**src/rtl/mod5_serial_scheduler.sv**
```systemverilog
// Two-requester round-robin front end for a bit-serial MSB-first mod-5 residue engine.
// Optional per-requester job counters and starvation flag under MOD5_SCHED_STATS_EN.
module mod5_serial_scheduler #(
  parameter int W = 8
) (
  input  logic         clk,
  input  logic         reset,
  input  logic         req0_valid,
  input  logic [W-1:0] req0_data,
  output logic         req0_ready,
  input  logic         req1_valid,
  input  logic [W-1:0] req1_data,
  output logic         req1_ready,
  output logic         res_valid,
  output logic [2:0]   res_value,
  output logic         res_id,
  output logic         res_divisible,
  input  logic         res_ready,
  output logic         busy
`ifdef MOD5_SCHED_STATS_EN
  ,
  output logic [7:0]   jobs0,
  output logic [7:0]   jobs1,
  output logic         starve_flag
`endif
);

  localparam int IW = (W > 1) ? $clog2(W) : 1;

  typedef enum logic [1:0] {IDLE, SHIFT, DONE} state_t;

  state_t         r_state, w_next;
  logic           r_rr_ptr;
  logic           r_owner;
  logic [2:0]     r_residue;
  logic [W-1:0]   r_sreg;
  logic [IW-1:0]  r_idx;

  logic           w_grant;
  logic           w_hs0, w_hs1, w_hs;
  logic           w_res_hs;

  // {r, b} is 2r+b (at most 9), so a single conditional subtract keeps it in 0..4
  function automatic logic [2:0] f_step(input logic [2:0] r, input logic b);
    logic [3:0] t;
    t = {r, b};
    if (t >= 4'd5) t = t - 4'd5;
    return t[2:0];
  endfunction

  assign w_grant  = (req0_valid && req1_valid) ? r_rr_ptr : req1_valid;
  assign w_hs0    = req0_valid & req0_ready;
  assign w_hs1    = req1_valid & req1_ready;
  assign w_hs     = w_hs0 | w_hs1;
  assign w_res_hs = res_valid & res_ready;

  // state register
  always_ff @(posedge clk) begin
    if (reset) r_state <= IDLE;
    else       r_state <= w_next;
  end

  // next-state logic
  always_comb begin
    w_next = r_state;
    case (r_state)
      IDLE:    if (w_hs) w_next = SHIFT;
      SHIFT:   if (r_idx == '0) w_next = DONE;
      DONE:    if (res_ready) w_next = IDLE;
      default: w_next = IDLE;
    endcase
  end

  // output logic
  always_comb begin
    req0_ready = 1'b0;
    req1_ready = 1'b0;
    res_valid  = 1'b0;
    res_value  = 3'd0;
    res_id     = 1'b0;
    busy       = (r_state != IDLE);
    if (r_state == IDLE && !reset) begin
      req0_ready = req0_valid & ~w_grant;
      req1_ready = req1_valid &  w_grant;
    end
    if (r_state == DONE) begin
      res_valid = 1'b1;
      res_value = r_residue;
      res_id    = r_owner;
    end
  end

  assign res_divisible = res_valid & (res_value == 3'd0);

  always_ff @(posedge clk) begin
    if (reset) begin
      r_rr_ptr  <= 1'b0;
      r_owner   <= 1'b0;
      r_residue <= 3'd0;
      r_sreg    <= '0;
      r_idx     <= '0;
    end else begin
      case (r_state)
        IDLE: if (w_hs) begin
          r_sreg    <= w_hs1 ? req1_data : req0_data;
          r_owner   <= w_hs1;
          r_residue <= 3'd0;
          r_idx     <= IW'(W-1);
        end
        SHIFT: begin
          r_residue <= f_step(r_residue, r_sreg[W-1]);
          r_sreg    <= {r_sreg[W-2:0], 1'b0};
          r_idx     <= r_idx - 1'b1;
        end
        DONE: if (res_ready) r_rr_ptr <= ~r_owner;
        default: ;
      endcase
    end
  end

`ifdef MOD5_SCHED_STATS_EN
  localparam int STARVE_LIM = 2 * (W + 2);

  logic [7:0] r_jobs0, r_jobs1, r_wait0, r_wait1;
  logic       r_starve;
  logic       w_wait0, w_wait1;

  assign w_wait0 = req0_valid & ~w_hs0;
  assign w_wait1 = req1_valid & ~w_hs1;

  // wait counters saturate; the flag trips on the cycle that exceeds the limit
  always_ff @(posedge clk) begin
    if (reset) begin
      r_jobs0  <= 8'd0;
      r_jobs1  <= 8'd0;
      r_wait0  <= 8'd0;
      r_wait1  <= 8'd0;
      r_starve <= 1'b0;
    end else begin
      if (w_res_hs && !r_owner) r_jobs0 <= r_jobs0 + 8'd1;
      if (w_res_hs &&  r_owner) r_jobs1 <= r_jobs1 + 8'd1;
      r_wait0 <= !w_wait0 ? 8'd0 : (r_wait0 == 8'hFF) ? r_wait0 : r_wait0 + 8'd1;
      r_wait1 <= !w_wait1 ? 8'd0 : (r_wait1 == 8'hFF) ? r_wait1 : r_wait1 + 8'd1;
      if ((w_wait0 && r_wait0 >= 8'(STARVE_LIM)) || (w_wait1 && r_wait1 >= 8'(STARVE_LIM)))
        r_starve <= 1'b1;
    end
  end

  assign jobs0       = r_jobs0;
  assign jobs1       = r_jobs1;
  assign starve_flag = r_starve;
`endif

endmodule

```
**config.mk**
```make
export PLATFORM = sky130hd
export DESIGN_NAME = mod5_serial_scheduler
export DESIGN_NICKNAME = d
export VERILOG_FILES = /design/src/rtl/mod5_serial_scheduler.sv
export SDC_FILE = /design/constraint.sdc
export NUM_CORES = 1
export LEC_CHECK = 0
export CAP_MARGIN = 20
export CORE_AREA = 5 5 54 56
export DETAILED_ROUTE_END_ITERATION = 12
export DIE_AREA = 0 0 59 61
export GPL_TIMING_DRIVEN = 1
export PLACE_DENSITY = 0.74
export SLEW_MARGIN = 25
export SYNTH_ARGS = -nofsm -noshare
export SYNTH_HDL_FRONTEND = slang
export SYNTH_SLANG_ARGS = --single-unit
```
**constraint.sdc**
```tcl
create_clock -name clk -period 3.3 [get_ports clk]
set_clock_uncertainty 0.15 [all_clocks]
set_input_delay 0.825 -clock clk [delete_from_list [all_inputs] [get_ports clk]]
set_output_delay 0.825 -clock clk [all_outputs]
set_load 0.005 [all_outputs]
```
==> summary.txt <==
Status
  – Run status: finished clean

Yosys
  – Sequential element share of the synthesized area: 0.357
  – Basic-gate share of the synthesized area counting and, or, nand and nor cells: 0.176
  – Primary flip-flop cell chosen by synthesis mapping: sky130_fd_sc_hd__dfxtp_1
  – Synth Instances: 110
  – Number of flops mapped to enable cells by yosys: 0
  – Area share of xor/xnor cells in the synthesized design: 0.00868
  – Main combinational cell family by area after synthesis: compound AO/OA/AOI/OAI gates
  – Number of storage elements in the synthesis netlist: 18
  – Post-synth ARST share: 0
  – Synthesized-area fraction occupied by adder cells: 0.0496
  – Combined area of all synthesized cells: 1010 um^2
  – Distinct cells, synth: 34
  – Syn. warnings: 0
  – Proportion of synthesized area in mux cells: 0.0893
  – Post-synth top area cell: sky130_fd_sc_hd__dfxtp_1
  – Leading cell types by total area after synthesis: sky130_fd_sc_hd__dfxtp_1, sky130_fd_sc_hd__o221ai_2, sky130_fd_sc_hd__mux2i_1
  – Synthesized area per cell: 9.17 um^2
  – Most numerous cell types in the synthesized netlist: sky130_fd_sc_hd__dfxtp_1, sky130_fd_sc_hd__inv_1, sky130_fd_sc_hd__nand2_1
  – Area share of the leading cell type in the synthesized netlist: 0.357
  – Most common cell in the netlist: sky130_fd_sc_hd__dfxtp_1
  – Synthesized-area fraction occupied by ao, oa, aoi and oai cells: 0.241
  – Post-synthesis net count: 135

Critical path
  – Flop2flop setup slack: 1.68 ns
  – Endpoint of the most critical setup path: req1_ready
  – Worst stage delay on the critical path: 0.53 ns
  – Family with the most delay on the worst path: buffers and inverters
  – Worst r2r src: r_residue[0]
  – CP Class: in -> out
  – Element type at the critical path end: output port
  – Slowest stage cell, crit path: sky130_fd_sc_hd__clkdlybuf4s50_1
  – Crit-path cells: clkdlybuf4s50_1, inv_1, o21ai_1, nor3_1, clkdlybuf4s50_1
  – Number of cells on the worst reg-to-reg path: 6
  – CP Data Arrival Time: 2.10 ns
  – Largest fanout on the critical path: 3
  – Number of logic stages on the critical path including buffering: 5
  – Capture instance of the worst register-to-register path: r_residue[1]
  – Required time of the critical path: 2.32 ns
  – Critical Path Source Type: primary input
  – Crit-path most repeated cell: sky130_fd_sc_hd__clkdlybuf4s50_1
  – Number of buffer and inverter stages on the critical path: 3
  – Crit path from: req0_valid

Routing
  – Routed length on met2: 1040 um
  – Met3 layer wire length in the routed design: 108 um
  – Wire length per cell: 12.3 um
  – Remaining routing DRC violations: 0
  – Antenna viol nets, final: 0
  – Top Metal Used: met4
  – Wire length after detailed routing: 2130 um
  – Routed via count: 893
  – Drt first pass iters: 4
  – Metal1 wirelength: 942 um
  – Number of design-rule violations left by the first detailed-router iteration: 12
  – Vias per cell: 5.13

Cells and area
  – Cell Count, Final, Fillers Out: 174
  – Relative area change from synthesis to final layout: 37.1%
  – Fillers: 235
  – Proportion of layout cells with a drive suffix above 1: 0.146
  – Share of the core filled with cells in the final layout: 0.579
  – Diodes inserted: 0
  – Count of nets after finishing: 170
  – Non-Filler Cell Area, Final: 1380 um^2

Clock tree
  – Number of clock buffers inserted by TritonCTS: 3
  – Maximum count of clock buffers along a single path: 2
  – Sinks on the clock net: 18
  – Hold buffer count at CTS: 0
  – Post-CTS setup buffers: 0
  – Clock latency at the later pin of the worst-skew pair: 0.30 ns
  – Post-CTS Resized: 1
  – CTS tree: yes
  – Clock slew at the register clock pins of the worst setup and hold paths: 0.10 ns
  – Root buf cell: sky130_fd_sc_hd__clkbuf_4
  – Number of levels the H-tree was split into: 1

GRT
  – Pin count of the biggest net entering global routing: 12
  – Number of global-route vias before repair: 891
  – Grt total ovfl: 0
  – Wire length of the first global-routing pass: 3730 um
  – GRT Resource Usage Total: 0.138
  – Initial antenna violation count: 0

Die
  – Full die area: 3600 um^2
  – Starting density of the core: 0.422
  – Die extent in x: 59 um
  – Area of the core: 2390 um^2
  – Placement Rows: 18
  – Number of I/O pins: 30
  – Die boundary height: 61 um

STA
  – Fin Hold WS: 0.324 ns
  – Number of max-slew violations in the final report: 0
  – Minimum clock period after layout: 3.08 ns
  – Fmax: 325 MHz
  – Slew HR: 0.734
  – # setup viols final: 0
  – Slew @ Worst Pin: 0.399 ns
  – Setup repair after global routing missed its margin: no
  – Final-report hold violation count: 0
  – Crit share post-route: 0.933

Power
  – Pwr Density: 421 nW/um^2
  – Power Total: 582 uW
  – Maximum resistive drop on vdd: 241 uV
  – Static leakage: 0.552 nW

Job
  – Count of max-cap constraint violations: 0

Place
  – Final weighted congestion in routability-driven placement: 0.734
  – Port buffer count: 29
  – Cell count after placement: 170
  – Standard cell area after detailed placement: 1350 um^2
  – Sum of net half-perimeters after detailed placement: 1740 um

Worst hold path
  – Hold wc startpoint: r_sreg[5]
  – Min-Delay Path Class: reg -> reg
-- area by class of cell --
| class | instances | area, um^2 | area share |
|---|---|---|---|
| Clock buffer | 4 | 36.3 | 0.0262 |
| Inverter | 14 | 52.6 | 0.0380 |
| Multi-Input combinational cell | 74 | 569 | 0.412 |
| Sequential cell | 18 | 360 | 0.261 |
| Tap cell | 30 | 37.5 | 0.0271 |
| Timing Repair Buffer | 34 | 327 | 0.236 |
-- through the flow --
step / worst slack (ns) / setup TNS, ns
2_1_floorplan: 1.04 / 0
3_3_place_gp: 0.0561 / 0
3_5_place_dp: -0.00108 / -0.00108
4_1_cts: 0.207 / 0
5_1_grt: 0.119 / 0
6_report: 0.221 / 0
-- worst min path at each step --
| stage | to | cells past startpoint |
|---|---|---|
| final | r_sreg[6] | 2 |
| after floorplan | r_sreg[1] | 2 |
| after global routing | r_sreg[6] | 2 |
| after global placement | r_sreg[2] | 2 |
| after detailed placement | r_sreg[3] | 2 |
| after CTS | r_sreg[6] | 2 |
-- registers in the layout, indices dropped and copies added, names as in the netlist --
signal,flops
r_idx,3
r_owner,1
r_residue,3
r_rr_ptr,1
r_sreg,8
r_state,2
-- per-layer routing --
| metal | vias up | global-route usage |
|---|---|---|
| met2 | 19 | 0.240 |
| li1 | 457 | - |
| met3 | 4 | 0.0319 |
| met1 | 413 | 0.155 |
| met5 | - | 0 |
| met4 | 0 | 0.0777 |
-- power by group --
part	switching [mW]	leakage, nW	internal, mW
clock network	0.0724	0.0210	0.0673
logic	0.0845	0.383	0.0911
registers	0.0206	0.148	0.246
total	0.178	0.552	0.404
-- placed cells by master, fill, tap and decap left out, types with 2 or more instances in the layout --
cell,instances
sky130_fd_sc_hd__clkdlybuf4s50_1,28
sky130_fd_sc_hd__dfxtp_1,18
sky130_fd_sc_hd__inv_1,13
sky130_fd_sc_hd__nand2_1,11
sky130_fd_sc_hd__mux2i_1,9
sky130_fd_sc_hd__o221ai_2,7
sky130_fd_sc_hd__a21oi_1,6
sky130_fd_sc_hd__buf_4,5
sky130_fd_sc_hd__nor2_1,4
sky130_fd_sc_hd__ha_1,4
sky130_fd_sc_hd__or2_1,3
sky130_fd_sc_hd__nand2b_1,3
sky130_fd_sc_hd__and2_1,3
sky130_fd_sc_hd__o21a_1,3
sky130_fd_sc_hd__clkbuf_4,3
sky130_fd_sc_hd__o21ai_1,2
sky130_fd_sc_hd__nor3_1,2
sky130_fd_sc_hd__a22o_1,2
-- cells by family (layout without fill, tap and decap cells) --
family / after synthesis / count (layout)
AOI/OAI and AO/OA: 26 / 26
and+or+nand+nor: 34 / 34
adders and majority gates: 4 / 4
muxes: 9 / 9
xor gates and xnor gates: 1 / 1
DFF: 18 / 18
buffers and inverters: 18 / 52
-- worst reg2reg max path, cell delays in order, from the launching register on --
cell                       delay, ns
sky130_fd_sc_hd__dfxtp_1        0.37
sky130_fd_sc_hd__inv_1          0.10
sky130_fd_sc_hd__ha_1           0.20
sky130_fd_sc_hd__nand2b_1       0.13
sky130_fd_sc_hd__a21oi_1        0.25
sky130_fd_sc_hd__mux2i_1        0.23
sky130_fd_sc_hd__a22o_1         0.15
Power figures use the tool's default switching activity.
==> RTL change 1 (same settings) <==
Encoding of `state_t`: now one-hot (3 bits for 3 states).
--- a/src/rtl/mod5_serial_scheduler.sv
+++ b/src/rtl/mod5_serial_scheduler.sv
@@ -27,7 +27,7 @@
 
   localparam int IW = (W > 1) ? $clog2(W) : 1;
 
-  typedef enum logic [1:0] {IDLE, SHIFT, DONE} state_t;
+  typedef enum logic [2:0] {IDLE = 3'b001, SHIFT = 3'b010, DONE = 3'b100} state_t;
 
   state_t         r_state, w_next;
   logic           r_rr_ptr;
Check against the original RTL: no difference found for any inputs over 10 cycles, from zero or initial values and one cycle with reset high; not proved beyond that.
==> RTL change 1 against the original RTL <==
Global-route usage increased by 1.1 points. Routed wire length increased by 20%. Die area unchanged. Clock power decreased by 16%. Power decreased by 8.0%. Fmax decreased by 2.4%. Core utilization increased by 1.2 points. Sequential cell count increased by 1. Synthesized area increased by 5.7%. Final area increased by 2.0%. Setup slack got worse by 0.077 ns. Critical endpoint is now req0_ready. Largest cell class unchanged. Largest power group unchanged.
==> RTL change 1: results (changes against the original RTL) <==
| Metric | Value |
|---|---|
| Status | completed (unchanged) |
| Hold path endpoint | r_sreg[0] (was r_sreg[6]) |
| Hold slack final | 0.3164 ns (was 0.3239 ns) |
| Gpl congestion | 0.8023 (was 0.7344) |
| R2R Path End | r_sreg[5] (was r_residue[1]) |
| Global-route wire length before repair | 4.229 mm (was 3.732 mm) |
| Hold_sp | r_sreg[0] (was r_sreg[5]) |
| Worst Tran Pin Value | 0.3890 ns (was 0.3990 ns) |
| Reg-to-reg slack, setup | 1.53 ns (was 1.68 ns) |
| Reg2reg path depth | 5 (was 6) |
| Final WL | 2.562 mm (was 2.134 mm) |
| Crit path launch | reset (was req0_valid) |
| Gate power share | 0.267 (was 0.302) |
| RR Startpoint | r_state[0] (was r_residue[0]) |
| Post-cts repair resize count | 0 (was 1) |
| Met1 Wirelength | 1.137 mm (was 942 um) |
| GRT met1 Usage | 0.1711 (was 0.1547) |
| P_clk | 117 uW (was 140 uW) |
| Lkg Pwr | 0.5141 nW (was 0.5515 nW) |
| Internal power | 372.4 uW (was 404.3 uW) |
| Area occupied by multi-input gates | 603.1 um^2 (was 569.3 um^2) |
| Largest net degree at the start of global routing | 13 (was 12) |
| Crit path DAT | 2.18 ns (was 2.10 ns) |
| Yosys cell types | 38 (was 34) |
| Post-Synthesis Mean Instance Area | 8.328 um^2 (was 9.168 um^2) |
| Syn Nets | 153 (was 135) |
| Share of post-route cells with drive strength above 1 | 0.08176 (was 0.1458) |
| M3 GR Usage | 0.04894 (was 0.03191) |
| Via count | 1010 (was 893) |
| DP Worst Slack | 0.1396 ns (was -0.001076 ns) |
==> RTL change 1: cell types whose count changed after synthesis, moves of 3 or more <==
cell      unedited run  this run
nor2_1               4         7
o21ai_0              0         5
nand2_1             11        22
a32oi_1              0         7
o21a_1               3         0
mux2i_1              9         2
inv_1               13         7
o211ai_1             0         7
o221ai_2             7         0
==> RTL change 1: cell type report <==
type,count,area share
Clock buffer,3,0.01597
Multi-Input combinational cell,94,0.4277
Tap cell,30,0.02662
Clock inverter,1,0.003549
Sequential cell,19,0.2697
Timing Repair Buffer,35,0.2378
Inverter,7,0.01863
==> RTL change 1: kinds of logic after synthesis <==
group / count (synthesis) / share of synthesized area
buf+inv: 15 / 0.07746
xor+xnor: 1 / 0.008217
mux: 2 / 0.01878
compound gates: 36 / 0.2488
flops: 19 / 0.3568
simple gates: 51 / 0.2430
fa+ha+maj: 4 / 0.04695
==> RTL change 1: worst max-delay path: stages <==
cell and delay [ns]:
clkdlybuf4s50_1 0.45, nor2_1 0.15, and4_1 0.24, clkdlybuf4s50_1 0.52
==> RTL change 2 (config.mk and constraints unchanged) <==
Made on the original files. Change the parameter `W` from 8 to 4.
--- a/src/rtl/mod5_serial_scheduler.sv
+++ b/src/rtl/mod5_serial_scheduler.sv
@@ -1,7 +1,7 @@
 // Two-requester round-robin front end for a bit-serial MSB-first mod-5 residue engine.
 // Optional per-requester job counters and starvation flag under MOD5_SCHED_STATS_EN.
 module mod5_serial_scheduler #(
-  parameter int W = 8
+  parameter int W = 4
 ) (
   input  logic         clk,
   input  logic         reset,
Ports: changed (resized req0_data and req1_data); port bits go from 30 to 22. The function was not compared with the original's and may differ.
==> RTL change 2 against the original RTL <==
Worst hold slack got worse by 0.0055 ns. Global-route usage down 1.8 points. Register-to-register slack worse by 0.15 ns. Setup slack worse by 0.15 ns. Sequential share of layout area fell by 1.6 points. Final area is 23% lower. Sequential cell count down 5. Synthesized area shrank 23%. Routed wire length down 5.2%. Critical path depth unchanged. Power is 32% lower. Critical path type unchanged. Critical endpoint unchanged.
==> RTL change 2: results (changes against the original RTL) <==
| Metric | Value |
|---|---|
| Gr ovfl total | 0 (unchanged) |
| Global Route Usage Sum | 0.1196 (was 0.1377) |
| Multi-input logic cell count | 69 (was 74) |
| Clock-cell share | 0.02473 (was 0.02624) |
| Synth Area in Compound Gates | 0.2238 (was 0.2407) |
| Clock Sink Count | 13 (was 18) |
| Final WL | 2.022 mm (was 2.134 mm) |
| Syn Nets | 111 (was 135) |
| P_seq | 183 uW (was 267 uW) |
| Share of post-route cells with drive strength above 1 | 0.1083 (was 0.1458) |
| Number of signal-net buffers in the layout | 25 (was 34) |
| Post-cts repair resize count | 0 (was 1) |
| Clock transition at path regs | 0.08 ns (was 0.10 ns) |
| Final net count | 137 (was 170) |
| Worst IR drop on VDD | 0.1491 mV (was 0.2414 mV) |
| Area occupied by multi-input gates | 464.2 um^2 (was 569.3 um^2) |
| Post-DP HPWL | 1.591 mm (was 1.744 mm) |
| Part of the power in the clock network | 0.247 (was 0.240) |
| Seq/Total Area, Yosys | 0.3349 (was 0.3573) |
| Internal power | 276.0 uW (was 404.3 uW) |
| Non-clk buf share | 0.2261 (was 0.2362) |
| Global-route wire length before repair | 3.249 mm (was 3.732 mm) |
| IO Port Bufs | 21 (was 29) |
| Synth top cells by count | dfxtp_1, nor2_1, inv_1 (was dfxtp_1, inv_1, nand2_1) |
| H-Tree Depth | 1 (unchanged) |
| Slowest stage delay, CP | 0.51 ns (was 0.53 ns) |
| Largest net degree at the start of global routing | 18 (was 12) |
| Gpl congestion | 0.7813 (was 0.7344) |
| Filler instances | 252 (was 235) |
| Non-clk invs | 9 (was 14) |
| CP max FO | 4 (was 3) |
| DP Worst Slack | 0.008849 ns (was -0.001076 ns) |
| Vias in the first global route | 741 (was 891) |
| Post-synthesis adder-cell area fraction | 0.04831 (was 0.04963) |
| Seq/total area | 0.2450 (was 0.2606) |
| Vias per cell | 5.193 (was 5.132) |
| Clk_lat worst skew | 0.27 ns (was 0.30 ns) |
| Top cells by area, synth | dfxtp_1, nand2b_1, nor3_1 (was dfxtp_1, o221ai_2, mux2i_1) |
| Initial antenna violation count | 0 (unchanged) |
| Crit path DAT | 2.25 ns (was 2.10 ns) |
| Status | completed (unchanged) |
| DR iter-0 viols | 13 (was 12) |
| Lkg Pwr | 0.4174 nW (was 0.5515 nW) |
| P_clk | 97.7 uW (was 140 uW) |
| Area Overhead vs Synth | 36.72% (was 37.10%) |
| Mux contribution to synthesized area | 0.02576 (was 0.08933) |
| Placed cell areas | 0.001025 mm^2 (was 0.001348 mm^2) |
| Top Registers | r_sreg: 4 flops, r_residue: 3 flops (was r_sreg: 8 flops, r_idx: 3 flops, r_residue: 3 flops) |
| Xor-xnor portion of the synthesized cell area | 0.01127 (was 0.008685) |
| Post-Synthesis Mean Instance Area | 8.179 um^2 (was 9.168 um^2) |
| Yosys cell types | 32 (was 34) |
| Layout Cells excl Fill | 150 (was 174) |
| DRT Pass-1 Iters | 4 (unchanged) |
| Relative max-transition margin | 0.5387 (was 0.7340) |
==> RTL change 2: cell count changes in the layout (fill, tap and decap cells not counted), sizes merged, moves of 4 or more <==
cell	before	now
clkdlybuf4s50	28	21
mux2i	9	2
nand2	11	4
o221ai	7	0
nor2	5	11
dfxtp	18	13
inv	14	9
nor3	3	8
nand2b	3	7
==> RTL change 2: worst reg2reg max path, cell delays in order, from the launching register on <==
cell       delay [ns]
dfxtp_1          0.40
or2_1            0.37
o31ai_4          0.36
nor2_2           0.06
a2111oi_2        0.32
==> RTL change 2: final timing paths <==
path / from / to / slack (ns) / cells after the start
max: reset / req1_ready / 0.07 / 5
min: r_idx[0] / r_idx[0] / 0.32 / 1
max reg2reg: r_state[1] / r_sreg[1] / 1.53 / 4
min reg2reg: r_idx[0] / r_idx[0] / 0.32 / 1
==> RTL change 2: layer usage <==
layer,vias up,track usage,routed length [um]
li1,387,-,-
met1,369,0.1328,856
met2,18,0.2161,1007
met3,5,0.02553,127
met4,0,0.05825,29
met5,-,0,0
